$ cat src/rtl/mdc_seq.sv
// -----------------------------------------------------------------------------
// mdc_seq
// Sequencer that feeds operand pairs from a small FIFO to an external GCD
// ("MDC") core, one pair at a time, and presents the results in pair order.
// Pairs with a zero operand are resolved locally without starting the core.
// A core that does not answer within TIMEOUT cycles is abandoned, the pair is
// dropped and a sticky error flag is raised.
//
// Parameters
//   WIDTH    operand / result width
//   DEPTH    operand-pair FIFO entries (power of two, >= 2)
//   TIMEOUT  cycles to wait for core completion before giving up
//
// Ports
//   clk          rising-edge clock
//   rst_i        synchronous active-high reset
//   x_i, y_i     incoming operand pair
//   valid_i      incoming pair valid
//   ready_o      FIFO can accept a pair (from registered occupancy)
//   mdc_x_o      operand X to the core, stable from CHECK through WAIT
//   mdc_y_o      operand Y to the core, stable from CHECK through WAIT
//   mdc_enb_o    one-cycle start pulse to the core
//   mdc_done_i   core result valid (only honoured in WAIT)
//   mdc_res_i    core result
//   res_o        GCD result
//   valid_o      res_o valid, cleared on valid_o && ready_i
//   ready_i      downstream accepts res_o
//   count_o      FIFO occupancy
//   err_o        sticky timeout flag, cleared only by reset
// -----------------------------------------------------------------------------
module mdc_seq #(
   parameter int unsigned WIDTH   = 8,
   parameter int unsigned DEPTH   = 4,
   parameter int unsigned TIMEOUT = 1024
) (
   input  logic                         clk,
   input  logic                         rst_i,
   input  logic [WIDTH-1:0]             x_i,
   input  logic [WIDTH-1:0]             y_i,
   input  logic                         valid_i,
   output logic                         ready_o,
   output logic [WIDTH-1:0]             mdc_x_o,
   output logic [WIDTH-1:0]             mdc_y_o,
   output logic                         mdc_enb_o,
   input  logic                         mdc_done_i,
   input  logic [WIDTH-1:0]             mdc_res_i,
   output logic [WIDTH-1:0]             res_o,
   output logic                         valid_o,
   input  logic                         ready_i,
   output logic [$clog2(DEPTH+1)-1:0]   count_o,
   output logic                         err_o
);

   localparam int unsigned AW = $clog2(DEPTH);
   localparam int unsigned CW = $clog2(DEPTH+1);
   localparam int unsigned TW = $clog2(TIMEOUT+1);

   localparam logic [CW-1:0] C_FULL  = CW'(DEPTH);
   localparam logic [TW-1:0] T_LAST  = TW'(TIMEOUT-1);

   localparam logic [1:0] ST_IDLE   = 2'd0;
   localparam logic [1:0] ST_CHECK  = 2'd1;
   localparam logic [1:0] ST_LAUNCH = 2'd2;
   localparam logic [1:0] ST_WAIT   = 2'd3;

   // ---------------------------------------------------------------- storage
   logic [WIDTH-1:0] r_mem_x [DEPTH];
   logic [WIDTH-1:0] r_mem_y [DEPTH];
   logic [AW-1:0]    r_wptr;
   logic [AW-1:0]    r_rptr;
   logic [CW-1:0]    r_count;

   logic [1:0]       r_state;
   logic [WIDTH-1:0] r_mx;
   logic [WIDTH-1:0] r_my;
   logic             r_enb;
   logic [WIDTH-1:0] r_res;
   logic             r_valid;
   logic [TW-1:0]    r_tcnt;
   logic             r_err;

   logic             w_ready;
   logic             w_push;
   logic             w_pop;
   logic             w_zero_op;

   // ready depends on registered occupancy only, never on a same-cycle pop
   assign w_ready   = (r_count < C_FULL);
   assign w_push    = valid_i && w_ready;
   // a new pair is only taken once the previous result has been handed off
   assign w_pop     = (r_state == ST_IDLE) && (r_count != '0) && !r_valid;
   assign w_zero_op = (r_mx == '0) || (r_my == '0);

   // ------------------------------------------------------------ FIFO data
   // Payload storage needs no reset: occupancy alone qualifies its contents.
   always_ff @(posedge clk) begin
      if (w_push) begin
         r_mem_x[r_wptr] <= x_i;
         r_mem_y[r_wptr] <= y_i;
      end
   end

   // ------------------------------------------------------ FIFO pointers
   // DEPTH is a power of two, so natural pointer overflow gives modulo-DEPTH.
   always_ff @(posedge clk) begin
      if (rst_i) begin
         r_wptr  <= '0;
         r_rptr  <= '0;
         r_count <= '0;
      end else begin
         if (w_push) begin
            r_wptr <= r_wptr + AW'(1);
         end
         if (w_pop) begin
            r_rptr <= r_rptr + AW'(1);
         end
         case ({w_push, w_pop})
            2'b10:   r_count <= r_count + CW'(1);
            2'b01:   r_count <= r_count - CW'(1);
            default: r_count <= r_count;
         endcase
      end
   end

   // --------------------------------------------------------------- FSM
   always_ff @(posedge clk) begin
      if (rst_i) begin
         r_state <= ST_IDLE;
         r_mx    <= '0;
         r_my    <= '0;
         r_enb   <= 1'b0;
         r_res   <= '0;
         r_valid <= 1'b0;
         r_tcnt  <= '0;
         r_err   <= 1'b0;
      end else begin
         r_enb <= 1'b0;

         if (r_valid && ready_i) begin
            r_valid <= 1'b0;
         end

         case (r_state)
            ST_IDLE: begin
               if (w_pop) begin
                  r_mx    <= r_mem_x[r_rptr];
                  r_my    <= r_mem_y[r_rptr];
                  r_state <= ST_CHECK;
               end
            end

            ST_CHECK: begin
               if (w_zero_op) begin
                  // at least one operand is zero, so OR yields the other one
                  r_res   <= r_mx | r_my;
                  r_valid <= 1'b1;
                  r_state <= ST_IDLE;
               end else begin
                  // registered pulse: high exactly during the LAUNCH cycle
                  r_enb   <= 1'b1;
                  r_state <= ST_LAUNCH;
               end
            end

            ST_LAUNCH: begin
               r_tcnt  <= '0;
               r_state <= ST_WAIT;
            end

            ST_WAIT: begin
               if (mdc_done_i) begin
                  r_res   <= mdc_res_i;
                  r_valid <= 1'b1;
                  r_state <= ST_IDLE;
               end else if (r_tcnt == T_LAST) begin
                  // TIMEOUT cycles spent in WAIT: drop the pair
                  r_err   <= 1'b1;
                  r_state <= ST_IDLE;
               end else begin
                  r_tcnt <= r_tcnt + TW'(1);
               end
            end

            default: r_state <= ST_IDLE;
         endcase
      end
   end

   // ------------------------------------------------------------ outputs
   assign ready_o   = w_ready;
   assign count_o   = r_count;
   assign mdc_x_o   = r_mx;
   assign mdc_y_o   = r_my;
   assign mdc_enb_o = r_enb;
   assign res_o     = r_res;
   assign valid_o   = r_valid;
   assign err_o     = r_err;

endmodule

$ cat config.mk
export PLATFORM = sky130hd
export DESIGN_NAME = mdc_seq
export DESIGN_NICKNAME = d
export VERILOG_FILES = /design/src/rtl/mdc_seq.sv
export SDC_FILE = /design/constraint.sdc
export NUM_CORES = 1
export LEC_CHECK = 0
export ABC_AREA = 1
export CAP_MARGIN = 20
export CORE_MARGIN = 2
export CORE_UTILIZATION = 60
export DETAILED_ROUTE_END_ITERATION = 7
export PLACE_DENSITY = 0.85
export REMOVE_ABC_BUFFERS = 1
export SLEW_MARGIN = 20
export SYNTH_ARGS = -nofsm -noshare
export SYNTH_HDL_FRONTEND = slang
export SYNTH_SLANG_ARGS = --single-unit
$ cat constraint.sdc
create_clock -name clk -period 3.3 [get_ports clk]
set_input_delay 0.66 -clock clk [delete_from_list [all_inputs] [get_ports clk]]
set_output_delay 0.66 -clock clk [all_outputs]
set_load 0.005 [all_outputs]
==> results.cfg <==
[synth]
ys_seq_area_frac = 0.5840
synth_top_family_by_area = simple AND/OR/NAND/NOR gates
synth_area_leaders = edfxtp_1, dfxtp_1, nor2_1
synth_edf_count = 64
synth-main-ff-cell = edfxtp_1
syn_area_um2 = 4902
synth_mux_area_frac = 0
yosysWarnings = 0
netlist.area_leader.share = 0.3920
synth_top_cell_by_area = edfxtp_1
synth.distinct_cells = 32
ys_ff_latch = 111
syn_area_per_cell_um2 = 9.669
synth-simple-area-share = 0.1866
synth-xor-area-share = 0
synth_fa_ha_area_frac = 0.01940
synth_compound_area_frac = 0.1427
synth_cells = 507
async_reset_ff_frac = 0

[setup_path]
path_class = flip-flop to flip-flop
reg2reg_depth = 10
critPathArrivalTime_ns = 2.44
crit_fanout = 18
worstPathRequired_ns = 3.57
timing.rr.end = count_o[2]
r2r_slack_ns = 1.14
cp-end-kind = flip-flop
start_kind = flip-flop

[clock_tree]
post-cts-setup-buffers = 0
clockBufferDepth = 2
clk_latency_ns = 0.38
cts-root-buf = clkbuf_8
cts_sinks = 111
postCtsHoldBufs = 0
ctsResizeCount = 0
clkTransAtPathRegs_ns = 0.10
htreeDepth = 3
tritoncts = yes
numCtsBuffers = 9

[finish]
multi_input_area_um2 = 1709
nets = 595
area_growth_pct = 16.59
nFillCells = 570
utilization = 0.7321
layout-drive-gt1-share = 0.1170
area.sequential_um2 = 2864
n_antenna_cell = 0

[route]
totalWireLength_mm = 10.26
wl_per_cell_um = 15.41
routed_via_density = 5.530
drt-initial-drc-count = 218
drtAntennaViolNets = 0
firstDrtPassIters = 5
drc_errors = 0
vias = 3683

[die]
dieArea_um2 = 8909
die_h_um = 94.39
core_um2 = 7807
start_util = 0.6279
num_rows = 32
die_w_um = 94.39
pin_count = 60

[pwr]
power_density_nw_per_um2 = 813.0
total_power_w = 0.004647
vdd_drop_max_uv = 547.2
p_leak_nw = 2.056

[sta]
worst_pin_slew_ns = 0.7696
finalHoldViolCount = 0
max_freq_ghz = 0.4623
setup_tns_ns = 0
maxSlewHeadroom = 0.4862
skew_ns = 0.01424
fin_crit_ns = 2.163
finalSetupViolations = 0
period_share = 0.6555
drv_slew = 0
rsz0062_at_grt = false

[run]
drv_cap = 0

[placement]
port_buffers = 59
gp_congestion = 0.8711
hpwl_mm = 6.750

[hold_path]
hold_path_class = flip-flop to flip-flop
worstHoldEndpoint = res_o[0]
min-delay-start = res_o[0]
min_path_cells = 2

[global_routing]
grt_max_degree = 35
grt_pass1_vias = 3509
grt_antenna_before_repair = 0
track_usage = 0.2447
grt_pass1_wl_mm = 16.44
overflow = 0

[status]
status = completed
-- flip-flops by register name, indices dropped and copies added (netlist names), named ones only --
| register | count |
|---|---|
| r_mem_y | 32 |
| mdc_x_o | 8 |
| r_wptr | 2 |
| r_tcnt | 11 |
| r_rptr | 2 |
| err_o | 1 |
| r_mem_x | 32 |
| res_o | 8 |
| r_state | 1 |
| mdc_y_o | 8 |
| count_o | 3 |
| mdc_enb_o | 1 |
| valid_o | 1 |
-- layout by cell type (no fill, tap or decap), types with 4 or more instances in the layout --
cell type / Yosys / layout
nor2_1: 99 / 99
edfxtp_1: 64 / 64
clkdlybuf4s50_1: 0 / 59
nand2_1: 51 / 51
dfxtp_1: 47 / 46
inv_1: 43 / 43
a21oi_1: 42 / 42
o21ai_0: 37 / 37
nand3_1: 22 / 22
o21ai_1: 18 / 18
a211oi_2: 16 / 16
clkbuf_8: 0 / 9
buf_4: 4 / 7
nand3_2: 6 / 6
ha_1: 6 / 6
nand2_2: 5 / 5
inv_2: 4 / 4
nor2_4: 4 / 4
-- critical path, stage by stage (launching register included) --
cell and delay [ns]:
dfxtp_1 0.57, nor3_2 0.29, nand2_2 0.08, inv_2 0.06, ha_1 0.13, inv_1 0.06, fa_1 0.38, a21oi_1 0.15
o21ai_0 0.12, o21ai_0 0.17, a21oi_1 0.05
-- power by group --
group          switching [W]  internal (W)  leakage (nW)  total (W)
clock network       0.000476      0.000294        0.0953   0.000770
logic                0.00104      0.000797         0.988    0.00184
registers           0.000276       0.00176         0.972    0.00203
-- routing by layer --
metal | GRT usage | vias up | share of wire
met3 | 0.05108 | 21 | 0.071
li1 | - | 1809 | -
met5 | 0 | - | 0
met2 | 0.4286 | 121 | 0.50
met4 | 0.1051 | 0 | 0.022
met1 | 0.2931 | 1732 | 0.41
-- area by class of cell --
| type | count | area share |
|---|---|---|
| Timing Repair Buffer | 66 | 0.1125 |
| Multi-Input combinational cell | 322 | 0.2990 |
| Inverter | 49 | 0.03262 |
| Sequential cell | 111 | 0.5011 |
| Tap cell | 102 | 0.02233 |
| Clock inverter | 6 | 0.01007 |
| Clock buffer | 10 | 0.02233 |
-- metrics by stage --
stage                     hold slack (ns)  instance area [um2]  instances  setup WS, ns
after floorplan                    0.4522                 4758        482        0.9307
after global placement             0.4550                 5529        650        0.8556
after detailed placement           0.4740                 5529        650        0.7839
after CTS                          0.4979                 5714        666         1.146
after global routing               0.5318                 5715        666        0.9427
final                              0.4919                 5715        666         1.137
-- worst max-delay path by stage --
stage	from	endpoint	cells past startpoint
after floorplan	flip-flop	count_o[2]	10
after global placement	valid_i	count_o[2]	9
after detailed placement	valid_i	count_o[2]	9
after CTS	flip-flop	count_o[2]	10
after global routing	flip-flop	count_o[2]	10
final	flip-flop	count_o[2]	10
-- cell families (layout without fill, tap and decap cells) --
| logic type | after synthesis | after routing |
|---|---|---|
| flops | 111 | 111 |
| simple gates | 200 | 200 |
| compound gates | 115 | 115 |
| fa+ha+maj | 7 | 7 |
| buf+inv | 74 | 131 |
-- synthesized netlist by cell type, types with 2 or more instances --
cell / count
a211oi_2: 16
a21oi_1: 42
buf_2: 10
buf_4: 4
buf_6: 3
clkbuf_1: 7
dfxtp_1: 47
edfxtp_1: 64
ha_1: 6
inv_1: 43
inv_2: 4
nand2_1: 51
nand2_2: 5
nand2_4: 2
nand3_1: 22
nand3_2: 6
nor2_1: 99
nor2_2: 3
nor2_4: 4
nor3_1: 3
nor3b_1: 2
o21ai_0: 37
o21ai_1: 18
(Power assumes the default switching activity.)
